===== src/rtl/alu_seq_pkg.sv =====
// alu_seq_pkg: shared op codes, flag bit positions, condition codes and FSM states
package alu_seq_pkg;

    localparam logic [2:0] ALU_OP_ADD = 3'd0;
    localparam logic [2:0] ALU_OP_SUB = 3'd1;
    localparam logic [2:0] ALU_OP_AND = 3'd2;
    localparam logic [2:0] ALU_OP_OR  = 3'd3;
    localparam logic [2:0] ALU_OP_XOR = 3'd4;
    localparam logic [2:0] ALU_OP_SLL = 3'd5;
    localparam logic [2:0] ALU_OP_SRL = 3'd6;
    localparam logic [2:0] ALU_OP_SLT = 3'd7;

    localparam int FLAG_BIT_ZERO     = 0;
    localparam int FLAG_BIT_OVERFLOW = 1;

    localparam logic [1:0] REQ_CMP_NONE = 2'd0;
    localparam logic [1:0] REQ_CMP_EQ   = 2'd1;
    localparam logic [1:0] REQ_CMP_NE   = 2'd2;
    localparam logic [1:0] REQ_CMP_LT   = 2'd3;

    typedef enum logic [1:0] {
        ST_IDLE  = 2'd0,
        ST_ISSUE = 2'd1,
        ST_RESP  = 2'd2
    } state_t;

    function automatic logic is_arith(input logic [2:0] op);
        return (op == ALU_OP_ADD) || (op == ALU_OP_SUB);
    endfunction

endpackage


===== src/rtl/alu_seq_cond.sv =====
// alu_seq_cond: branch-condition and new-overflow decode from the ALU result
module alu_seq_cond
    import alu_seq_pkg::*;
(
    input  logic [1:0] cmp,
    input  logic [2:0] op,
    input  logic       out_lsb,
    input  logic       nflag_zero,
    input  logic       nflag_ov,
    input  logic       flag_ov,
    output logic       taken,
    output logic       new_ov
);

    always_comb begin
        taken  = (cmp == REQ_CMP_EQ) ? nflag_zero :
                 (cmp == REQ_CMP_NE) ? ~nflag_zero :
                 (cmp == REQ_CMP_LT) ? out_lsb : 1'b0;
        new_ov = is_arith(op) & nflag_ov & ~flag_ov;
    end

endmodule


===== src/rtl/alu_seq.sv =====
// alu_seq: sequences one request through an external ALU and holds the response
module alu_seq
    import alu_seq_pkg::*;
(
    input  logic        clk,
    input  logic        rst,
    input  logic        req_valid,
    output logic        req_ready,
    input  logic [2:0]  req_op,
    input  logic [31:0] req_x,
    input  logic [31:0] req_y,
    input  logic [5:0]  req_shamt,
    input  logic [1:0]  req_cmp,
    input  logic        req_trap_ov,
    output logic [31:0] alu_x,
    output logic [31:0] alu_y,
    output logic [2:0]  alu_op,
    output logic [5:0]  alu_shamt,
    output logic [31:0] alu_flag,
    input  logic [31:0] alu_out,
    input  logic [31:0] alu_nflag,
    output logic        rsp_valid,
    input  logic        rsp_ready,
    output logic [31:0] rsp_data,
    output logic [31:0] rsp_flag,
    output logic        rsp_taken,
    output logic        rsp_trap,
    output logic [31:0] flag_q,
    input  logic        flag_clr
);

    state_t      state;
    logic [2:0]  op_q;
    logic [31:0] x_q;
    logic [31:0] y_q;
    logic [5:0]  shamt_q;
    logic [1:0]  cmp_q;
    logic        trap_q;
    logic        taken;
    logic        new_ov;
    logic        trap;

    assign alu_x     = x_q;
    assign alu_y     = y_q;
    assign alu_op    = op_q;
    assign alu_shamt = shamt_q;
    assign alu_flag  = flag_q;
    assign trap      = trap_q & new_ov;

    alu_seq_cond u_cond (
        .cmp        (cmp_q),
        .op         (op_q),
        .out_lsb    (alu_out[0]),
        .nflag_zero (alu_nflag[FLAG_BIT_ZERO]),
        .nflag_ov   (alu_nflag[FLAG_BIT_OVERFLOW]),
        .flag_ov    (flag_q[FLAG_BIT_OVERFLOW]),
        .taken      (taken),
        .new_ov     (new_ov)
    );

    always_ff @(posedge clk) begin
        if (rst) begin
            state     <= ST_IDLE;
            req_ready <= 1'b1;
            op_q      <= '0;
            x_q       <= '0;
            y_q       <= '0;
            shamt_q   <= '0;
            cmp_q     <= '0;
            trap_q    <= 1'b0;
            rsp_valid <= 1'b0;
            rsp_data  <= '0;
            rsp_flag  <= '0;
            rsp_taken <= 1'b0;
            rsp_trap  <= 1'b0;
            flag_q    <= '0;
        end else begin
            case (state)
                ST_IDLE: if (req_valid) begin
                    op_q      <= req_op;
                    x_q       <= req_x;
                    y_q       <= req_y;
                    shamt_q   <= req_shamt;
                    cmp_q     <= req_cmp;
                    trap_q    <= req_trap_ov;
                    req_ready <= 1'b0;
                    state     <= ST_ISSUE;
                end
                ST_ISSUE: begin
                    rsp_data  <= alu_out;
                    rsp_flag  <= alu_nflag;
                    rsp_taken <= taken;
                    rsp_trap  <= trap;
                    rsp_valid <= 1'b1;
                    state     <= ST_RESP;
                end
                ST_RESP: if (rsp_ready) begin
                    rsp_valid <= 1'b0;
                    req_ready <= 1'b1;
                    state     <= ST_IDLE;
                end
                default: state <= ST_IDLE;
            endcase
            // the capture edge owns flag_q; flag_clr only acts on other edges
            flag_q <= (state == ST_ISSUE) ? (trap ? flag_q : alu_nflag) :
                      flag_clr ? '0 : flag_q;
        end
    end

endmodule


===== config.mk =====
export PLATFORM = sky130hd
export DESIGN_NAME = alu_seq
export DESIGN_NICKNAME = d
export VERILOG_FILES = /design/src/rtl/alu_seq_pkg.sv /design/src/rtl/alu_seq_cond.sv /design/src/rtl/alu_seq.sv
export SDC_FILE = /design/constraint.sdc
export NUM_CORES = 1
export LEC_CHECK = 0
export ABC_AREA = 1
export CORE_AREA = 5 5 134 136
export CTS_CLUSTER_SIZE = 20
export DETAILED_ROUTE_END_ITERATION = 8
export DIE_AREA = 0 0 139 141
export HOLD_SLACK_MARGIN = 0.12
export PLACE_DENSITY = 0.92
export SYNTH_ARGS = -nofsm -noshare
export SYNTH_HDL_FRONTEND = slang
export SYNTH_SLANG_ARGS = --single-unit

===== constraint.sdc =====
create_clock -name clk -period 2.15 [get_ports clk]
set_clock_uncertainty 0.2 [all_clocks]
set_input_delay 0.3225 -clock clk [delete_from_list [all_inputs] [get_ports clk]]
set_output_delay 0.3225 -clock clk [all_outputs]
set_load 0.05 [all_outputs]

== Yosys cells after proc, flatten, opt, wreduce, memory -nomap -nowiden ==
Index checks and enable logic that the tools add are counted.

* Input bits: 145
* Register bits after elaboration: 178
* Word-level logic and storage cells: 53
* Output and inout port bits: 205

* Reduce and logical (&&, ||, !) cells: 11
* Multiplexer cells: 14
* Bitwise gates (word level): 5
* Equality and inequality tests: 9

{| class="wikitable"
|+ Operator list
! operator !! number
|-
| 32-bit two-way mux || 3
|-
| 2-bit AND reduction || 4
|-
| 2-bit == test (second input constant) || 3
|-
| 1-bit two-way mux || 6
|-
| 2-bit inequality test (second input constant) || 3
|-
| 2-bit one-hot mux with 3 select lines || 1
|-
| 2-bit nonzero test || 3
|-
| 2-bit by 1-bit == test with 1-bit output (second input constant) || 2
|-
| 2-bit two-way mux || 2
|-
| 1-bit one-hot mux with 2 select lines || 2
|-
| 1-bit bitwise AND || 3
|-
| 3-bit by 1-bit == test with 1-bit output (second input constant) || 1
|-
| 3-bit logical NOT || 1
|-
| 3-bit AND reduction || 1
|-
| 2-bit logical NOT || 1
|-
| 1-bit inverter || 2
|-
| 1-bit logical OR || 1
|}

== Depth between registers and ports, before layout ==
Gate-level depths: netlist of the first run.

* Depth in word-level cells: 7
* Depth in mapped cells: 8
* Mapped depth without buffers: 7

== Modules after synthesis ==
Synthesis of the first run repeated with hierarchy kept, for this count alone.

* Cell total of the unflattened synthesis: 824
* Area, all modules: 6578.8 um^2

{| class="wikitable"
|+ Modules (own cells, without submodules)
! module !! cells each !! area an instance (um^2) !! sequential area each (um^2) !! times used
|-
| alu_seq || 812 || 6533.8 || 3563.4 || 1
|-
| alu_seq_cond || 12 || 45.0 || 0.0 || 1
|}

== Least setup slack after synthesis of the first run ==
No wires, ideal clock.

* Kind: reg2reg
* Start point: reg op_q[1] (netlist: alu_op[1])
* End point: reg flag_q[10] (netlist: alu_flag[10])
* Cell stages (with the launch flop): 9
* Required time: 1.818 ns
* Clock period less this slack: 1.597 ns
* Path slack: 0.553 ns
* Arrival: 1.264 ns
* Setup time: 0.132 ns
* Path buffers: 1
* Cells stage by stage: dfxtp_1 > inv_1 > nand2_1 > nor2_1 > nand2_2 > nand2_4 > buf_6 > nand2_1 > a21oi_1

* Word-level cells in the longest chain between the ends: 7
* Elaborated cells on any way between the ends: 8
* Those cells by class: 2 x eq/ne; 3 x bitwise; 3 x reduce/logical

{| class="wikitable"
|+ RTL lines
! what !! line !! RTL
|-
| from (decl) || alu_seq.sv:33 || <nowiki>logic [2:0] op_q;</nowiki>
|-
| from (signal assigned) || alu_seq.sv:80 || <nowiki>op_q <= req_op;</nowiki>
|-
| 3-bit by 1-bit == test with 1-bit output / 3-bit logical NOT (equally long branches) || alu_seq_pkg.sv:28 || <nowiki>return (op == ALU_OP_ADD) || (op == ALU_OP_SUB);</nowiki>
|-
| 1-bit logical OR (*) || alu_seq_pkg.sv:28 ||
|-
| 1-bit bitwise AND (*) (2 in a row) || alu_seq_cond.sv:19 || <nowiki>new_ov = is_arith(op) & nflag_ov & ~flag_ov;</nowiki>
|-
| 1-bit bitwise AND (*) || alu_seq.sv:48 || <nowiki>assign trap = trap_q & new_ov;</nowiki>
|-
| 2-bit inequality test (no line) (*) || -- ||
|-
| 2-bit AND reduction (no line) (*) || -- ||
|-
| to (signal assigned) || alu_seq.sv:105 || <nowiki>flag_q <= (state == ST_ISSUE) ? (trap ? flag_q : alu_nflag) :</nowiki>
|-
| to (decl) || alu_seq.sv:28 || <nowiki>output logic [31:0] flag_q,</nowiki>
|}

Mark *: on every way between the ends. The rest lies on a longest branch, timed or not.
A chain may end at the register's enable or synchronous reset.

== Worst setup path in the final report of the first run ==
* Start point: reg rsp_flag[21]
* End point: out rsp_flag[21]

{| class="wikitable"
|+ RTL lines
! what !! line !! RTL
|-
| from (decl) || alu_seq.sv:25 || <nowiki>output logic [31:0] rsp_flag,</nowiki>
|-
| from (signal assigned) || alu_seq.sv:91 || <nowiki>rsp_flag <= alu_nflag;</nowiki>
|}

No word-level cell between the ends.

==> results of run 1 <==
-- cell type report --
cell class | count | area, µm² | area share [%]
clock buffers | 19 | 443 | 4.12
flip-flops and latches | 178 | 3560 | 33.1
inverters | 73 | 274 | 2.55
well taps | 225 | 282 | 2.62
repair buffers | 363 | 3770 | 35.0
clock inverters | 13 | 150 | 1.40
multi-input cells | 537 | 2280 | 21.2
-- sequential cells by signal (all words and copies together) (netlist names), 2 cells and up --
signal     cells
alu_y         32
alu_shamt      6
alu_flag      32
cmp_q          2
alu_x         32
state          2
rsp_flag      32
alu_op         3
rsp_data      32
-- cells in the final DEF, fill, tap and decap left out --
cell             instances
clkbuf_1                 1
inv_6                    2
nor2_2                   1
clkbuf_16               17
nor2_1                 245
inv_1                   68
nand2_4                  1
inv_2                    5
clkinv_2                 1
inv_8                    1
bufinv_16                2
buf_12                   5
clkinv_4                 3
nand2_2                  2
o221ai_1                 1
buf_4                   12
nand3b_1                 1
nand3_2                  1
o21ai_0                110
dlymetal6s2s_1          66
buf_2                    1
nand3_1                  2
clkdlybuf4s50_1        241
or2_2                    1
clkbuf_8                 1
dfxtp_1                178
nand2_1                102
dlygate4sd3_1            1
clkinvlp_4               4
a21oi_1                 70
dlygate4sd2_1           37
-- worst register-to-register path, cell delays in order, from the launching register on --
cell,delay [ps]
dfxtp_1,330
inv_2,70
nand2_2,120
buf_12,210
inv_2,480
o21ai_0,160
a21oi_1,120
-- Yosys cell counts --
cell type | n | area [µm²]
nor2_2 | 1 | 6.26
o21ai_0 | 110 | 551
nand3_2 | 1 | 10.0
inv_1 | 69 | 259
inv_2 | 4 | 15.0
buf_6 | 7 | 78.8
nand2_2 | 2 | 12.5
nand2_1 | 102 | 383
buf_4 | 41 | 308
o221ai_1 | 1 | 8.76
nand2_4 | 1 | 11.3
nand3_1 | 2 | 10.0
a21oi_1 | 70 | 350
dfxtp_1 | 178 | 3560
clkbuf_1 | 27 | 101
nor2_1 | 245 | 920
nand3b_1 | 1 | 7.51
buf_2 | 14 | 70.1
or2_2 | 1 | 6.26
-- cell families after synthesis --
group | share of synthesized area (%)
buf+inv | 12.5
compound gates | 13.6
simple gates | 20.5
flops | 53.4
-- worst paths after layout --
check	to	slack, ps	cells past startpoint
setup reg to reg	rsp_taken	380	6
setup / recovery	rsp_flag[21]	30	1
hold reg to reg	req_ready	260	2
hold / removal	req_ready	260	2
-- per-layer routing --
| metal | wire length [µm] | part of all wire [%] | up-vias | track usage [%] |
|---|---|---|---|---|
| met2 | 11300 | 52 | 237 | 37.1 |
| met3 | 1310 | 6.0 | 54 | 5.73 |
| met1 | 8440 | 39 | 3033 | 23.9 |
| met5 | 20 | 0.092 | - | 0 |
| met4 | 700 | 3.2 | 2 | 8.24 |
| li1 | - | - | 3273 | - |
-- metrics by stage --
step,TNS (ps),cell area [µm²]
after floorplan,0,6670
after global placement,0,10000
after detailed placement,0,10000
after CTS,0,10600
after global routing,-20.1,10800
final,0,10800
-- repair_timing --
item                                    in CTS  in global routing
endpoints found under the setup margin      38                 66
resized for setup                           37                 66
hold buffers                                 1                  0
hold endpoints to repair                     1                  0
pin swaps                                    0                  0
-- power groups by stage --
stage / combinational (W) / sequential [W] / clock, W
after floorplan: 0.000602 / 0.00449 / 0
after CTS: 0.00220 / 0.00365 / 0.00318
after global placement: 0.00218 / 0.00372 / 0
final: 0.00218 / 0.00365 / 0.00312
after detailed placement: 0.00221 / 0.00373 / 0
after global routing: 0.00231 / 0.00368 / 0.00333
==> impl_metrics.csv, run 1 <==
group,metric,value,unit
status,run_status,"finished clean",
grt,first_global_vias,6246,
drt,ant_nets,0,
placement,hpwlAfterDp,15700,µm
layout,drive_above_1_share,5.07,%
cts,clockBufferDepth,2,
worst_hold_path,timing.hold.worst.start,"req_ready",
synth,yosysWarnings,0,
placement,cell_count_after_placement,1375,
grt,grt_max_degree,69,
drt,drt_iter0_markers,324,
grt,grt_overflow,0,
worst_hold_path,timing.hold.worst.class,"register to register",
floorplan,io_pins,350,
floorplan,die_area,19600,µm²
timing,setup_viol,0,
floorplan,placeableCoreArea,16800,µm²
power,power_frac_clock,34.8,%
synth,syn-cell-area,6670,µm²
drt,wl,21800,µm
setup_path,worst_path_max_delay_cell,"clkdlybuf4s50_1",
layout,n_fill_cell,1344,
cts,htree_num_levels,4,
drt,num_vias,6599,
timing,finalCritPeriodShare,98.4,%
setup_path,cp_num_buf_inv,1,
power,peakVddDrop,0.531,mV
synth,ys_seq_elements,178,
timing,max_freq,473,MHz
cts,tritoncts,"done",
drt,vias_per_cell,4.69,
power,pwr-share-seq,40.8,%
setup_path,path_cells,"clkdlybuf4s50_1",
cts,clock_insertion_delay_worst_skew,430,ps
drt,first_pass_iters,4,
timing,post_route_hold_slack,258,ps
setup_path,crit_path_end_kind,"output port",
setup_path,worst_setup_path_start_kind,"register",
synth,ys_types,19,
layout,finish.net_count,1315,
setup_path,cp.required,1630,ps
placement,portBuffers,349,
setup_path,crit_path_max_incr_delay,830,ps
floorplan,initial_core_util,39.7,%
setup_path,worst_setup_path_startpoint,"rsp_flag[21]",
layout,final_cell_count_no_fill,1408,
timing,max_slew_violation_count,0,
cts,tritoncts.num_buffers,17,
timing,worst_pin_slew,711,ps
setup_path,cp_data_arrival_time,1590,ps
placement,preCtsSetupSlack,250,ps
cts,cts_sinks,178,
floorplan,placement_rows,48,
floorplan,die_h,141,µm
setup_path,timing_worst_setup_path_type,"register to output port",
layout,post-route-util,64.0,%
cts,cts_root_buffer,"clkbuf_16",
drt,drc,0,
synth,syn-mean-instance-area,7.61,µm²
flow_run,cap_violations,0,
cts,clkTransAtPathRegs,70,ps
drt,wire_per_inst,15.5,µm
grt,grt_first_pass_wirelength,32900,µm
power,p_int,0.00608,W
layout,flow.area_growth_from_synthesis,61.2,%
synth,syn_inst,877,
timing,slew_headroom,52.6,%
synth,synth.yosys.seq_area_share,53.4,%
placement,globalplace.congestion,0.850,
power,power.switching,0.00288,W
floorplan,die_width,139,µm
power,power.density_cell_area,833,nW/µm²
synth,synth_fp_nets,1022,
grt,globalRouteTotalUtil,20.9,%
power,comb_power_share,24.4,%
grt,antenna_found_initial,1,
power,p_sw_share,32.1,%
power,cellLeakagePower,5.40,nW
setup_path,timing.critical_path.max_delay_family,"buffers and inverters",
layout,antenna_cells,0,
timing,setup_slack,34.8,ps
setup_path,reg2reg_from,"state[1]",
timing,final_hold_viol_count,0,
power,design_power_total,0.00896,W
timing,post-route-min-period,2120,ps
cts,cts_setup_buffers,0,
setup_path,crit_fanout,2,
No activity file was read; power rests on OpenSTA's default activity.
==> run 2, diff against run 1 <==
Settings changed: PLACE_DENSITY 0.92 to 0.91.
==> impl_metrics.csv, run 2 (synthesis gave the netlist of run 1 again) <==
group,metric,value,unit
drt,num_vias,6636,
cts,cts_sinks,178,
power,peakVddDrop,0.578,mV
power,p_sw_share,31.5,%
grt,grt_overflow,0,
floorplan,die_h,141,µm
floorplan,die_area,19600,µm²
cts,tritoncts.num_buffers,17,
layout,multiInputGateArea,2280,µm²
drt,wl,22100,µm
drt,vias_per_cell,4.72,
layout,finish.net_count,1315,
layout,flow.area_growth_from_synthesis,59.9,%
layout,post-route-util,63.4,%
timing,post_route_hold_slack,226,ps
flow_run,cap_violations,0,
layout,drive_above_1_share,4.74,%
cts,clkTransAtPathRegs,60,ps
setup_path,crit_fanout,2,
power,pwr-share-seq,41.7,%
layout,sequential_cell_area,3560,µm²
timing,timing.setup.tns,0,ps
placement,preCtsSetupSlack,148,ps
timing,max_slew_violation_count,0,
grt,first_global_vias,6430,
cts,tritoncts,"done",
power,power.density_cell_area,822,nW/µm²
setup_path,timing_worst_setup_path_type,"register to output port",
layout,n_fill_cell,1381,
cts,clock_insertion_delay_worst_skew,410,ps
setup_path,cp_data_arrival_time,1590,ps
power,comb_power_share,25.0,%
layout,antenna_cells,0,
timing,setup_slack,37.2,ps
timing,max_freq,473,MHz
cts,cts_setup_buffers,0,
drt,wire_per_inst,15.7,µm
setup_path,worst_setup_path_start_kind,"register",
drt,routed.top_layer,"met4",
cts,hold_buffers,0,
power,power_frac_clock,33.3,%
status,run_status,"finished clean",
floorplan,die_width,139,µm
drt,drt_iter0_markers,305,
floorplan,placeableCoreArea,16800,µm²
floorplan,initial_core_util,39.7,%
timing,post-route-min-period,2110,ps
drt,ant_nets,0,
drt,detailroute.wirelength.met3,1360,µm
drt,met1_length,8580,µm
power,p_int,0.00601,W
timing,slew_headroom,53.1,%
cts,htree_num_levels,4,
placement,globalplace.congestion,0.831,
grt,grt_max_degree,69,
timing,setup_viol,0,
cts,cts_root_buffer,"clkbuf_16",
drt,drc,0,
grt,grt_first_pass_wirelength,33200,µm
layout,top_library_cells_by_usage_in_the_layout_fill_and_taps_aside,"clkdlybuf4s50_1 (265), nor2_1 (245), dfxtp_1 (178), o21ai_0 (110), nand2_1 (102)",
drt,met2RoutedLength,11100,µm
drt,first_pass_iters,4,
layout,final_common_cell,"clkdlybuf4s50_1",
grt,antenna_found_initial,0,
floorplan,placement_rows,48,
setup_path,path_cells,"clkdlybuf4s50_1",
timing,worst_pin_slew,703,ps
setup_path,cp_num_buf_inv,1,
worst_hold_path,timing.hold.worst.class,"input pin to register",
setup_path,worst_path_max_delay_cell,"clkdlybuf4s50_1",
power,power.switching,0.00277,W
placement,portBuffers,349,
timing,finalCritPeriodShare,98.3,%
placement,hpwlAfterDp,16400,µm
setup_path,crit_path_end_kind,"output port",
setup_path,crit_path_max_incr_delay,830,ps
timing,final_hold_viol_count,0,
power,cellLeakagePower,5.09,nW
setup_path,cp.required,1630,ps
floorplan,io_pins,350,
cts,clockBufferDepth,2,
setup_path,timing.critical_path.max_delay_family,"buffers and inverters",
grt,globalRouteTotalUtil,21.0,%
==> run 2: cell types whose count changed in the layout (fill, tap and decap cells not counted), sizes merged <==
cell / previous run / this run
clkdlybuf4s50: 241 / 265
dlymetal6s2s: 66 / 48
clkbuf: 19 / 23
dlygate4sd2: 37 / 33
clkinvlp: 4 / 1
inv: 76 / 74
buf: 18 / 17
bufinv: 2 / 1
clkinv: 4 / 5
dlygate4sd3: 1 / 0
==> run 2: timing repair <==
action,in CTS,in global routing
endpoints found under the hold margin,0,0
gates resized for setup,33,48
setup endpoints to repair,42,49
pin swaps,0,0
==> run 2: layer usage <==
metal | vias to the layer above | track usage [%]
li1 | 3270 | -
met1 | 3033 | 23.8
met2 | 270 | 37.0
met3 | 63 | 4.82
met4 | 0 | 11.0
met5 | - | 0
==> run 2: metrics by stage <==
stage	total power, W	instance area, µm²	instances
2_1_floorplan	0.00509	6670	877
4_1_cts	0.00885	10500	1407
5_1_grt	0.00915	10700	1407
6_report	0.00877	10700	1407
3_5_place_dp	0.00595	10000	1376
3_3_place_gp	0.00590	10000	1376
==> run 2: final cells by class <==
cell class	count	share of cell area (%)
timing repair buffer	363	34.8
clock buffer	23	4.48
multi-input combinational	537	21.3
clock inverter	8	0.739
inverter	73	2.57
sequential	178	33.4
tap	225	2.64
==> run 2: path summary, 6_finish.rpt <==
kind / from / end / slack (ps) / cells past startpoint
worst min-delay path: rst / rsp_data[13] / 230 / 4
worst max-delay path: alu_x[2] / alu_x[2] / 40 / 1
worst max register to register: state[1] / alu_flag[17] / 280 / 7
worst min register to register: rsp_flag[27] / rsp_flag[27] / 260 / 2
==> run 2: power groups by stage <==
stage               sequential (W)  combinational, W  clock, W
floorplan                  0.00449          0.000602         0
global placement           0.00372           0.00218         0
detailed placement         0.00373           0.00221         0
CTS                        0.00366           0.00221   0.00299
global route               0.00368           0.00231   0.00316
finish                     0.00366           0.00219   0.00292
==> run 3, diff against run 2 <==
Settings changed: CORE_AREA 5 5 134 136 to 8 8 137 139, DIE_AREA 0 0 139 141 to 0 0 145 147.
==> impl_metrics.csv, run 3 (synthesis gave the netlist of run 1 again) <==
group,metric,value,unit
drt,drt_iter0_markers,439,
timing,max_slew_violation_count,0,
setup_path,crit_path_max_incr_delay,840,ps
timing,timing.setup.tns,0,ps
setup_path,cp.required,1630,ps
power,power.density_cell_area,854,nW/µm²
floorplan,placement_rows,48,
layout,n_fill_cell,1350,
grt,antenna_found_initial,2,
setup_path,crit_path_end_kind,"output port",
power,design_power_total,0.00912,W
drt,first_pass_iters,5,
setup_path,worstSetupEndpoint,"rsp_flag[31]",
drt,wire_per_inst,16.8,µm
setup_path,cp_data_arrival_time,1590,ps
grt,grt.met3_usage,6.09,%
layout,multiInputGateArea,2280,µm²
timing,post-route-min-period,2110,ps
layout,drive_above_1_share,5.50,%
setup_path,crit_fanout,2,
power,p_int,0.00627,W
grt,global_routing_usage_on_met2,36.8,%
flow_run,cap_violations,0,
power,comb_power_share,23.9,%
cts,tritoncts.num_buffers,17,
setup_path,cp_num_buf_inv,1,
timing,worst_pin_slew,705,ps
layout,sequential_cell_area,3560,µm²
floorplan,initial_core_util,39.8,%
status,run_status,"finished clean",
power,power.switching,0.00285,W
grt,first_global_vias,6515,
layout,final_common_cell,"nor2_1",
setup_path,path_cells,"clkdlybuf4s50_1",
timing,slew_headroom,53.0,%
floorplan,die_h,147,µm
floorplan,io_pins,350,
setup_path,timing.critical_path.max_delay_family,"buffers and inverters",
placement,globalplace.congestion,0.805,
setup_path,worst_setup_path_start_kind,"register",
setup_path,timing.reg2reg.worst_path_depth,6,
cts,tritoncts,"done",
floorplan,die_width,145,µm
power,pwr-share-seq,40.1,%
setup_path,stages_on_the_worst_setup_path,1,
floorplan,placeableCoreArea,16800,µm²
timing,max_freq,473,MHz
setup_path,reg2reg_slack,340,ps
drt,drc,0,
drt,ant_nets,0,
cts,clock_insertion_delay_worst_skew,420,ps
layout,finish.net_count,1314,
placement,hpwlAfterDp,17400,µm
cts,cts_setup_buffers,0,
grt,grt_first_pass_wirelength,35400,µm
setup_path,rr_endpoint,"rsp_taken",
worst_hold_path,timing.hold.worst.class,"input pin to register",
placement,portBuffers,349,
power,power_frac_clock,36.0,%
drt,num_vias,6664,
layout,flow.area_growth_from_synthesis,60.1,%
cts,cts_sinks,178,
timing,final_hold_viol_count,0,
setup_path,reg2reg_from,"state[1]",
cts,hold_buffers,0,
power,p_sw_share,31.2,%
grt,grt_overflow,0,
layout,top_library_cells_by_usage_in_the_layout_fill_and_taps_aside,"nor2_1 (245), clkdlybuf4s50_1 (224), dfxtp_1 (178), o21ai_0 (110), nand2_1 (102)",
setup_path,timing_worst_setup_path_type,"register to output port",
setup_path,worst_path_max_delay_cell,"clkdlybuf4s50_1",
grt,globalRouteTotalUtil,20.9,%
drt,wl,23600,µm
power,peakVddDrop,0.533,mV
cts,clockBufferDepth,2,
floorplan,die_area,21300,µm²
drt,vias_per_cell,4.73,
grt,grtUsageMet1,22.5,%
power,cellLeakagePower,5.35,nW
cts,clkTransAtPathRegs,70,ps
cts,htree_num_levels,4,
grt,grt_max_degree,75,
cts,cts_root_buffer,"clkbuf_16",
setup_path,worst_setup_path_startpoint,"rsp_flag[31]",
timing,setup_viol,0,
grt,grt-busiest-layer,"met2",
timing,finalCritPeriodShare,98.3,%
cts,post_cts.resized_instances,55,
==> run 3: cell count changes in the layout (fill, tap and decap cells not counted), moves of 3 or more <==
cell             before  now
buf_12                4    1
dlygate4sd2_1        33   55
buf_4                12   22
bufinv_16             1    4
dlymetal6s2s_1       48   59
clkdlybuf4s50_1     265  224
==> run 3: power by group through the flow <==
stage	sequential, W	combinational [W]	clock [W]
floorplan	0.00449	0.000602	0
global placement	0.00372	0.00218	0
detailed placement	0.00373	0.00221	0
CTS	0.00366	0.00219	0.00334
global route	0.00368	0.00230	0.00349
finish	0.00366	0.00218	0.00328
==> run 3: layout make-up <==
type	count	area share, %
Multi-Input combinational cell	537	21.4
Tap cell	225	2.64
Sequential cell	178	33.4
Clock buffer	19	4.15
Timing Repair Buffer	362	34.2
Antenna cell	2	0.0469
Inverter	73	2.57
Clock inverter	12	1.68
==> run 3: through the flow <==
stage / instances / area (µm²) / setup slack (ps) / hold slack [ps] / utilization [%]
after CTS: 1406 / 10500 / 1.31 / 265 / 62.8
after global placement: 1375 / 9970 / 246 / 239 / 59.5
after global routing: 1408 / 10700 / -11.9 / 271 / 63.7
after detailed placement: 1375 / 9970 / 164 / 248 / 59.5
after floorplan: 877 / 6670 / 553 / 255 / -
final: 1408 / 10700 / 36.4 / 261 / 63.7
==> run 3: metal layers <==
| metal | wire length (µm) | part of all wire (%) | up-vias |
|---|---|---|---|
| met5 | 0 | 0 | - |
| met4 | 936 | 4.0 | 0 |
| met3 | 1480 | 6.2 | 56 |
| met2 | 12100 | 51 | 277 |
| met1 | 9090 | 38 | 3055 |
| li1 | - | - | 3276 |
==> run 3: worst min path at each step <==
stage          startpoint   endpoint  depth (start not counted)
3_3_place_gp    req_ready  req_ready                          2
4_1_cts         rsp_valid  rsp_valid                          2
3_5_place_dp    req_ready  req_ready                          2
6_report              rst  req_ready                          4
5_1_grt         rsp_valid  rsp_valid                          2
2_1_floorplan      trap_q     trap_q                          2
